[src/rtl/keypad_scanner.sv]
// keypad_scanner: scans a 4x4 active-low keypad one column at a time, debounces the
// row lines and emits a one-cycle strobe carrying the code of each new key press.
module keypad_scanner #(
    parameter int SCAN_DIV       = 50000,
    parameter int DEBOUNCE_SCANS = 20
) (
    input  logic       clk,
    input  logic       reset,
    input  logic [3:0] row,
    output logic [3:0] shift_col,
    output logic [3:0] key_code,
    output logic       key_valid,
    output logic       key_held
);
    localparam int CW = SCAN_DIV > 1 ? $clog2(SCAN_DIV) : 1;
    localparam int DW = $clog2(DEBOUNCE_SCANS + 1);
    localparam logic [CW-1:0] DIV_LAST   = CW'(SCAN_DIV - 1);
    localparam logic [DW-1:0] MATCH_LAST = DW'(DEBOUNCE_SCANS - 1);
    localparam logic [DW-1:0] REL_DONE   = DW'(DEBOUNCE_SCANS);
    // Nibble {row, col} holds the code of that key: 1 2 3 A / 4 5 6 B / 7 8 9 C / E 0 F D
    localparam logic [63:0] KEYMAP = 64'hDF0E_C987_B654_A321;

    typedef enum logic [1:0] {SCAN, DEBOUNCE, PRESSED} state_t;

    state_t        r_state, w_state;
    logic [CW-1:0] r_div;
    logic [3:0]    r_row_m, r_row_s;
    logic [1:0]    r_col, w_col;
    logic [1:0]    r_row_sel, w_row_sel;
    logic [DW-1:0] r_match, w_match;
    logic [DW-1:0] r_rel, w_rel;
    logic [3:0]    r_code, w_code;
    logic          r_valid, w_valid;
    logic          w_sample, w_hit;
    logic [1:0]    w_r;

    assign w_sample = r_div == DIV_LAST;
    assign w_hit    = r_row_s != 4'hF;
    assign w_r      = !r_row_s[3] ? 2'd0 : !r_row_s[2] ? 2'd1 : !r_row_s[1] ? 2'd2 : 2'd3;

    always_ff @(posedge clk or posedge reset) begin
        if (reset) begin
            r_state   <= SCAN;
            r_div     <= '0;
            r_row_m   <= 4'hF;
            r_row_s   <= 4'hF;
            r_col     <= 2'd0;
            r_row_sel <= 2'd0;
            r_match   <= '0;
            r_rel     <= '0;
            r_code    <= 4'h0;
            r_valid   <= 1'b0;
        end else begin
            r_state   <= w_state;
            r_div     <= w_sample ? '0 : r_div + 1'b1;
            r_row_m   <= row;
            r_row_s   <= r_row_m;
            r_col     <= w_col;
            r_row_sel <= w_row_sel;
            r_match   <= w_match;
            r_rel     <= w_rel;
            r_code    <= w_code;
            r_valid   <= w_valid;
        end
    end

    always_comb begin
        w_state   = r_state;
        w_col     = r_col;
        w_row_sel = r_row_sel;
        w_match   = r_match;
        w_rel     = r_rel;
        w_code    = r_code;
        w_valid   = 1'b0;
        if (w_sample) begin
            case (r_state)
                SCAN: begin
                    if (w_hit) begin
                        w_state   = DEBOUNCE;
                        w_row_sel = w_r;
                        w_match   = '0;
                    end else begin
                        w_col = r_col + 2'd1;
                    end
                end
                DEBOUNCE: begin
                    if (w_hit && w_r == r_row_sel) begin
                        w_match = r_match + 1'b1;
                        if (w_match == MATCH_LAST) begin
                            w_state = PRESSED;
                            w_code  = KEYMAP[{r_row_sel, r_col, 2'b00} +: 4];
                            w_valid = 1'b1;
                            w_rel   = '0;
                        end
                    end else begin
                        w_state = SCAN;
                        w_col   = r_col + 2'd1;
                    end
                end
                PRESSED: begin
                    // Any low row on the held column restarts the release count
                    w_rel = w_hit ? '0 : r_rel + 1'b1;
                    if (w_rel == REL_DONE) begin
                        w_state = SCAN;
                        w_col   = r_col + 2'd1;
                    end
                end
                default: w_state = SCAN;
            endcase
        end
    end

    assign shift_col = ~(4'b1000 >> r_col);
    assign key_code  = r_code;
    assign key_valid = r_valid;
    assign key_held  = r_state == PRESSED;
endmodule

[config.mk]
export PLATFORM = sky130hd
export DESIGN_NAME = keypad_scanner
export DESIGN_NICKNAME = d
export VERILOG_FILES = /design/src/rtl/keypad_scanner.sv
export SDC_FILE = /design/constraint.sdc
export NUM_CORES = 1
export LEC_CHECK = 0
export BUFFER_PORTS_ARGS = -buffer_cell sky130_fd_sc_hd__buf_2
export CAP_MARGIN = 10
export CELL_PAD_IN_SITES_DETAIL_PLACEMENT = 0
export CELL_PAD_IN_SITES_GLOBAL_PLACEMENT = 1
export CORE_AREA = 2 2 101 103
export DETAILED_ROUTE_END_ITERATION = 6
export DIE_AREA = 0 0 103 105
export PLACE_DENSITY_LB_ADDON = 0.15
export SLEW_MARGIN = 20
export SYNTH_ARGS = -nofsm -noshare
export SYNTH_HDL_FRONTEND = slang
export SYNTH_SLANG_ARGS = --single-unit
[constraint.sdc]
create_clock -name clk -period 3.15 [get_ports clk]
set_clock_uncertainty 0.1 [all_clocks]
set_input_delay 0 -clock clk [delete_from_list [all_inputs] [get_ports clk]]
set_output_delay 0 -clock clk [all_outputs]
set_load 0.05 [all_outputs]
==> summary.md, run 1 <==
| Metric | Value |
|---|---|
| Non-filler instance count after layout | `389` |
| Register area share after synthesis | `a little under half` |
| Ant diodes | `0` |
| Initial antenna violation count | `0` |
| Synth warnings | `0` |
| Placed wire-length estimate | `about 3.7 mm` |
| First-pass GRT wire length | `about 9 mm` |
| R2R setup slack | `approximately 0.76 ns` |
| Fin crit share | `between 70% and 80%` |
| Fin util | `between 20 and 30%` |
| Slew HR | `around 48%` |
| GRT Residual Overflow | `0` |
| Synth Instances | `approximately 230` |
| Worst EP required | `between 3 and 4 ns` |
| Hold Crit Class | `in -> reg` |
| Pwr dens | `a little over 400 nW/um^2` |
| Nets | `~270` |
| Drt pass-1 iters | `4` |
| Share of layout cells above drive strength 1 | `between 10% and 20%` |
| Core area | `between 9000 and 10,000 sq um` |
| Finish-stage setup viols | `0` |
| Ports | `16` |
| RSZ-0062 raised after global routing | `false` |
| Inst Count DP | `376` |
| Max clock buf depth | `2` |
| Reg clk slew, reported paths | `roughly 0.09 ns` |
| Horiz. Die Dim | `a little over 100 microns` |
| Post-DRT Antenna Nets | `0` |
| CP Data Arrival Time | `2.48 ns` |
| Post-synth top flop | `dfrtp_1` |
| Final hold vios | `0` |
| Gr usage total | `10.6%` |
| Final Critical Period | `2.39 ns` |
| Total vias in the final route | `~1.7k` |
| # Post-CTS Setup Buffers | `0` |
| Post-synth design cell area | `around 2400 sq um` |
| Num CTS Buffers | `5` |
| Root Buffer | `clkbuf_8` |
| TritonCTS clock tree | `built` |
| H-Tree Depth | `2` |
| Max cap viols | `0` |
| Die Height | `approximately 110 microns` |
| Syn Nets | `between 200 and 250` |
| Setup TNS Final | `0 ns` |
| Leakage power | `around 1.3 nW` |
| Fmax | `419 MHz` |
| Final Routed Wirelength | `between 5 and 6 mm` |
| Worst-path fanout max | `6` |
| Startpoint types | `register` |
| Synth async-reset ratio | `100%` |
| Port Buffer Count | `15` |
| Worst-Margin Slew | `slightly below 0.8 ns` |
| Starting DRT DRC Count | `between 70 and 80` |
| Post-DR wirelength/cell | `around 13 microns` |
| Vias in the first global route | `~1.8k` |
| Post-synth EDFFs | `0` |
| Synthesized area per cell | `between 10 and 15 sq um` |
| Max-slew violations | `0` |
| Worst setup EP type | `register` |
| Latest clock arrival within the worst-skew pair | `0.30 ns` |
| Count of state elements after synthesis | `45` |
| Die area | `approximately 11,000 sq um` |
| Max VDD drop | `0.178 mV` |
| Largest net degree at the start of global routing | `46` |
| Vias per cell | `approximately 4.4` |
| Drc violations | `0` |
| # rows | `36` |
| Critical path class | `reg -> reg` |
| Synth unique cells | `between 40 and 50` |
| Initial Util | `between 20% and 30%` |
| Sink Count | `45` |
| Area Overhead vs Synth | `18.1%` |
| Outcome | `finished, final reports clean` |
| Gp weighted congestion | `about 0.7` |
## layout make-up
type,instances,area (sq um)
clock inverter,3,65.1
fill,1049,6830
inverter,15,57.6
sequential,45,1140
clock buffer,5,68.8
multi-input combinational,165,1170
timing repair buffer,23,148
tap,133,166
## flip-flops by register name (all words and copies together) (netlist names), 2 cells and up
signal and flops:
r_div 16, r_match 5, r_rel 5, key_code 4, r_row_m 4, r_row_s 4
r_col 2, r_row_sel 2, r_state 2
## power by group
part	total, mW	switching [mW]	leakage, nW	internal [mW]
Clock	0.519	0.204	0.0681	0.315
Combinational	0.0271	0.0172	0.638	0.00984
Sequential	0.590	0.00321	0.587	0.587
Total	1.14	0.225	1.29	0.912
## layer usage
metal | GRT usage, % | vias up | routed length, microns
met5 | 0 | - | 0
met4 | 3.85 | 0 | 58
met3 | 2.54 | 5 | 139
met2 | 15.9 | 15 | 2260
met1 | 14.7 | 833 | 2550
li1 | - | 863 | -
## path summary, 6_finish.rpt
path,from,to,cells past startpoint
setup / recovery,r_match[0]$_DFFE_PP0P_,key_code[3]$_DFFE_PP0P_,5
hold / removal,row[3],r_row_m[3]$_DFF_PP1_,2
setup reg to reg,r_match[0]$_DFFE_PP0P_,key_code[3]$_DFFE_PP0P_,5
hold reg to reg,r_row_m[2]$_DFF_PP1_,r_row_s[2]$_DFF_PP1_,0
max in group asynchronous,reset,r_match[0]$_DFFE_PP0P_,3
min in group asynchronous,reset,key_code[3]$_DFFE_PP0P_,3
## stage by stage
step / instance area [sq um] / setup slack (ns) / hold slack [ns] / power [mW]
6_report: 2810 / 0.763 / 0.227 / 1.14
4_1_cts: 2810 / 0.772 / 0.217 / 1.16
2_1_floorplan: 2380 / 0.887 / -0.0955 / 0.614
5_1_grt: 2810 / 0.554 / 0.231 / 1.19
3_3_place_gp: 2630 / 0.834 / 0.00465 / 0.625
3_5_place_dp: 2630 / 0.796 / 0.00691 / 0.625
## Yosys cell counts, drive strengths merged (5+ instances only)
library cell / count / area, sq um
dfrtp: 37 / 926
nor2: 22 / 82.6
nand2: 16 / 60.1
inv: 15 / 56.3
nand3: 14 / 70.1
ha: 10 / 125
xor2: 10 / 87.6
dfstp: 8 / 210
xnor2: 8 / 70.1
a21o: 7 / 52.6
mux2: 7 / 93.8
o21ai: 7 / 35.0
nor3: 6 / 46.3
nor4: 6 / 37.5
mux2i: 5 / 50.1
nand4: 5 / 46.3
## kinds of logic after synthesis
logic type,after synthesis,synth area share (%)
AOI/OAI and AO/OA,35,10.5
buffers and inverters,18,3.10
DFF,45,47.7
muxes,12,6.04
and+or+nand+nor,90,20.8
adders and majority gates,10,5.25
xor gates and xnor gates,18,6.62
## cell usage in the layout, fill, tap and decap left out, types with 2 or more instances in the layout
cell type | Yosys | final
a21oi_1 | 4 | 4
clkinv_2 | 0 | 2
ha_1 | 10 | 10
dfrtp_1 | 37 | 37
nand4b_1 | 3 | 3
a41oi_1 | 3 | 3
nor4_1 | 6 | 6
nand2_1 | 16 | 16
dfstp_2 | 8 | 8
mux2_2 | 3 | 3
buf_2 | 2 | 15
nand3_1 | 14 | 14
o21ai_0 | 7 | 7
o31ai_1 | 4 | 4
clkbuf_8 | 0 | 5
mux2_4 | 4 | 4
a211o_1 | 2 | 2
nand2b_1 | 3 | 3
nor2_1 | 22 | 22
or2_2 | 2 | 2
a21o_1 | 7 | 7
xor2_1 | 10 | 10
and3_1 | 4 | 4
xnor2_1 | 8 | 8
nor2b_1 | 2 | 2
bufinv_16 | 0 | 2
nand4_1 | 4 | 4
inv_1 | 15 | 14
mux2i_1 | 5 | 5
nor3_1 | 4 | 4
dlygate4sd3_1 | 0 | 5
buf_4 | 1 | 3
## repair_timing
item / CTS / global route
hold buffers: 5 / 0
hold endpoints to repair: 41 / 0
gates resized for setup: 0 / 0
setup endpoints to repair: 0 / 0
## worst max-delay path: stages, from the launching register on
cell	delay (ns)
dfrtp_1	0.42
ha_1	0.27
o311ai_0	0.57
and3_1	0.40
nand4_4	0.19
mux2_4	0.33
Note: power is estimated with default switching activity, not from simulation.
==> inputs of run 2 (changes only) <==
--- a/config.mk
+++ b/config.mk
@@ -5,13 +5,14 @@
 export SDC_FILE = /design/constraint.sdc
 export NUM_CORES = 1
 export LEC_CHECK = 0
+export ABC_AREA = 1
 export BUFFER_PORTS_ARGS = -buffer_cell sky130_fd_sc_hd__buf_2
 export CAP_MARGIN = 10
 export CELL_PAD_IN_SITES_DETAIL_PLACEMENT = 0
 export CELL_PAD_IN_SITES_GLOBAL_PLACEMENT = 1
-export CORE_AREA = 2 2 101 103
+export CORE_AREA = 2 2 102 104
 export DETAILED_ROUTE_END_ITERATION = 6
-export DIE_AREA = 0 0 103 105
+export DIE_AREA = 0 0 104 106
 export PLACE_DENSITY_LB_ADDON = 0.15
 export SLEW_MARGIN = 20
 export SYNTH_ARGS = -nofsm -noshare
==> constraint.sdc (replaced) <==
create_clock -name clk -period 2.5 [get_ports clk]
set_clock_uncertainty 0.1 [all_clocks]
set_input_delay 0 -clock clk [delete_from_list [all_inputs] [get_ports clk]]
set_output_delay 0 -clock clk [all_outputs]
set_load 0.05 [all_outputs]
==> run 2 against run 1 <==
  * Critical path depth rose by 6
  * Sequential power rose by 26%
  * Worst hold slack improved by 0.016 ns
==> summary.md, run 2 <==
| Metric | Value |
|---|---|
| Worst path cell trace | `ha_1, nand3_1, nor2_1, inv_1, nor2_2, buf_4, nand2_2, nor2_4, nand2_1, nand2_1, nand2_1` |
| Synth Instances | `314 (+38%)` |
| Critical Path Slowest Stage Cell | `dfrtp_1` |
| CP max stage delay | `0.38 ns (-0.19 ns)` |
| Synth area leader | `dfrtp_1` |
| Final Routed Wirelength | `5.37 mm (+7.4%)` |
| Leakage power | `1.41 nW (+8.7%)` |
| First-pass GRT wire length | `9.48 mm (+5.9%)` |
| Largest net degree at the start of global routing | `43 (-6.5%)` |
| Count of state elements after synthesis | `45 (unchanged)` |
| Delay-heaviest family, CP | `simple AND/OR/NAND/NOR gates` |
| Root Buffer | `clkbuf_8` |
| Most frequent cells in the layout | `nand2_1, inv_1, dfrtp_1, nor2_1, nand3_1` |
| Register with the most flip-flops | `r_div` |
| Commonest non-fill, non-tap cell in the layout | `nand2_1` |
| Critical path class | `reg -> reg` |
| Top cells by area, synth | `dfrtp_1, nand2_1, dfstp_2` |
| Num CTS Buffers | `5 (unchanged)` |
| Ant diodes | `0 (unchanged)` |
| Share of layout cells above drive strength 1 | `14.3% (-4.8 points)` |
| M1 GR Usage | `13.5% (-1.2 points)` |
| Die area | `11,000 sq um (+1.9%)` |
| CP Data Arrival Time | `1.86 ns (-0.62 ns)` |
| Initial Util | `24.4% (-0.28 points)` |
| # rows | `37 (+2.8%)` |
| Sink Count | `45 (unchanged)` |
| Outcome | `finished, final reports clean` |
| Vias per cell | `4.16 (-5.7%)` |
| Busiest grt layer | `met2` |
| Commonest cells in the netlist | `nand2_1, inv_1, dfrtp_1, nor2_1, nand3_1` |
| Global Route met2 Usage | `18.3% (+2.5 points)` |
| Max FFs per register | `16 (unchanged)` |
| Min-delay src | `row[1]` |
| Fin crit share | `70.9% (-4.9 points)` |
| Synth unique cells | `27 (-41%)` |
| Post-DRT Antenna Nets | `0 (unchanged)` |
| Share of the synthesized area in the top cell type | `37.9% (-0.98 points)` |
| Latest clock arrival within the worst-skew pair | `0.29 ns (about the same)` |
| Die Height | `106 microns (+0.95%)` |
| GRT Residual Overflow | `0 (unchanged)` |
| Total vias in the final route | `1,988 (+16%)` |
| Max-slew violations | `0 (unchanged)` |
| Gr usage total | `10.6% (-0.026 points)` |
| Fmax | `564 MHz (+35%)` |
| Hold Path Sink | `r_row_m[1]$_DFF_PP1_` |
| Worst-Margin Slew | `0.920 ns (+0.135 ns)` |
| Worst EP required | `2.59 ns (-0.65 ns)` |
| TritonCTS clock tree | `built` |
| Top Registers | `r_div (16), r_match (5), r_rel (5)` |
| Reg clk slew, reported paths | `0.09 ns (about the same)` |
| Drt pass-1 iters | `4 (unchanged)` |
| Synth warnings | `0 (unchanged)` |
| FF-to-FF End | `r_state[0]$_DFFE_PP0P_` |
| Post-synth top flop | `dfrtp_1` |
| Worst hold stages | `2 (unchanged)` |
| R2R setup slack | `0.73 ns (-0.04 ns)` |
| Placed wire-length estimate | `3.97 mm (+8.3%)` |
| Post-route setup slack | `0.728 ns (-0.0352 ns)` |
| Startpoint types | `register` |
| H-Tree Depth | `2 (unchanged)` |
| R2R Path Start | `r_div[0]$_DFF_PP0_` |
| Horiz. Die Dim | `104 microns (+0.97%)` |
| Gp weighted congestion | `0.727 (+4.5%)` |
| Area Overhead vs Synth | `17.0%` |
| CP Buf/Inv Count | `2 (+2)` |
| Pre-CTS setup slack | `0.701 ns (-0.0944 ns)` |
| Max clock buf depth | `2 (unchanged)` |
| Max VDD drop | `0.179 mV (+0.57%)` |
| Post-synth design cell area | `2440 sq um (+2.6%)` |
| Setup TNS Final | `0 ns (unchanged)` |
| Post-synth EDFFs | `0 (unchanged)` |
| Finish-stage setup viols | `0 (unchanged)` |
| Synth async-reset ratio | `100% (unchanged)` |
| Cell mode on critical path | `nand2_1` |
| Post-DR wirelength/cell | `11.2 microns (-13%)` |
| Synthesized area per cell | `7.78 sq um (-26%)` |
| Max cap viols | `0 (unchanged)` |
| Top-count cell post-synth | `nand2_1` |
| Register area share after synthesis | `46.5% (-1.2 points)` |
| Final Critical Period | `1.77 ns (-0.615 ns)` |
| # Post-CTS Setup Buffers | `0 (unchanged)` |
| Slew HR | `38.6% (-9.0 points)` |
| Cells on worst reg2reg path | `11 (+6)` |
| Nets | `357 (+32%)` |
| Syn Nets | `330 (+35%)` |
| Port Buffer Count | `15 (unchanged)` |
| Fin util | `28.6% (-0.61 points)` |
| Ports | `16 (unchanged)` |
| Final hold vios | `0 (unchanged)` |
| Core area | `10000 sq um (+3.7%)` |
| Met3 GRT Util | `1.96% (-0.58 points)` |
| Hold Crit Class | `in -> reg` |
| Worst-path fanout max | `8 (+2)` |
| RSZ-0062 raised after global routing | `false` |
| # resized after CTS | `0 (unchanged)` |
| Pwr dens | `478 nW/um^2 (+18%)` |
| Drc violations | `0 (unchanged)` |
| Initial antenna violation count | `0 (unchanged)` |
| Starting DRT DRC Count | `82 (+5.1%)` |
| Vias in the first global route | `1,966 (+9.9%)` |
| Worst setup EP type | `register` |
| Hold_ws | `0.244 ns (+0.0164 ns)` |
==> run 2: layout make-up <==
class / count / area (sq um)
multi-input combinational: 214 / 1090
tap: 136 / 170
inverter: 52 / 195
clock buffer: 6 / 82.6
clock inverter: 2 / 37.5
timing repair buffer: 23 / 148
sequential: 45 / 1140
fill: 1133 / 7140
==> run 2: worst register-to-register path: cells and delay by family, from the launching register on <==
kind,cells,cell delay [ns]
adder cells (fa/ha/maj),1,0.19
buffers and inverters,2,0.24
flip-flops,1,0.38
AND/OR/NAND/NOR,8,0.78
==> run 2: logic make-up (layout without fill, tap and decap cells) <==
kind of cell	count (synthesis)	in the layout	synth area share, %
and+or+nand+nor	174	174	32.6
AOI/OAI and AO/OA	27	27	5.74
adders and majority gates	10	10	5.12
buffers and inverters	55	83	8.97
xor gates and xnor gates	3	3	1.08
DFF	45	45	46.5
==> run 2: how the worst max path moves through the flow <==
stage                                       from                     end  slack, ns  cells after the start
after global routing      r_match[0]$_DFFE_PP0P_    r_rel[3]$_DFFE_PP0P_       0.41                     11
after detailed placement      r_div[0]$_DFF_PP0_  r_match[0]$_DFFE_PP0P_       0.70                      9
after global placement        r_div[0]$_DFF_PP0_  r_match[0]$_DFFE_PP0P_       0.66                      9
after floorplan           r_state[1]$_DFFE_PP0P_  r_state[1]$_DFFE_PP0P_       0.78                      7
final                         r_div[0]$_DFF_PP0_  r_state[0]$_DFFE_PP0P_       0.73                     11
after CTS                     r_div[0]$_DFF_PP0_  r_match[0]$_DFFE_PP0P_       0.69                      9
==> run 2: power by group <==
group / internal, mW / switching [mW]
registers: 0.739 / 0.00330
logic: 0.0125 / 0.0245
clock network: 0.325 / 0.262
==> run 2: timing repair <==
action,4_1_cts,5_1_grt
endpoints found under the hold margin,41,0
hold buffers,5,0
setup endpoints to repair,0,0
==> run 2: stage by stage <==
step / area [sq um] / instances / total power, mW
after floorplan: 2440 / 314 / 0.776
after global placement: 2690 / 465 / 0.790
after detailed placement: 2690 / 465 / 0.790
after CTS: 2860 / 478 / 1.39
after global routing: 2860 / 478 / 1.44
final: 2860 / 478 / 1.37
==> run 2: routing by layer <==
layer / wire (microns) / share of wire [%]
met3: 114 / 2.1
met4: 52 / 0.97
met1: 2600 / 48
met5: 0 / 0
met2: 2600 / 48
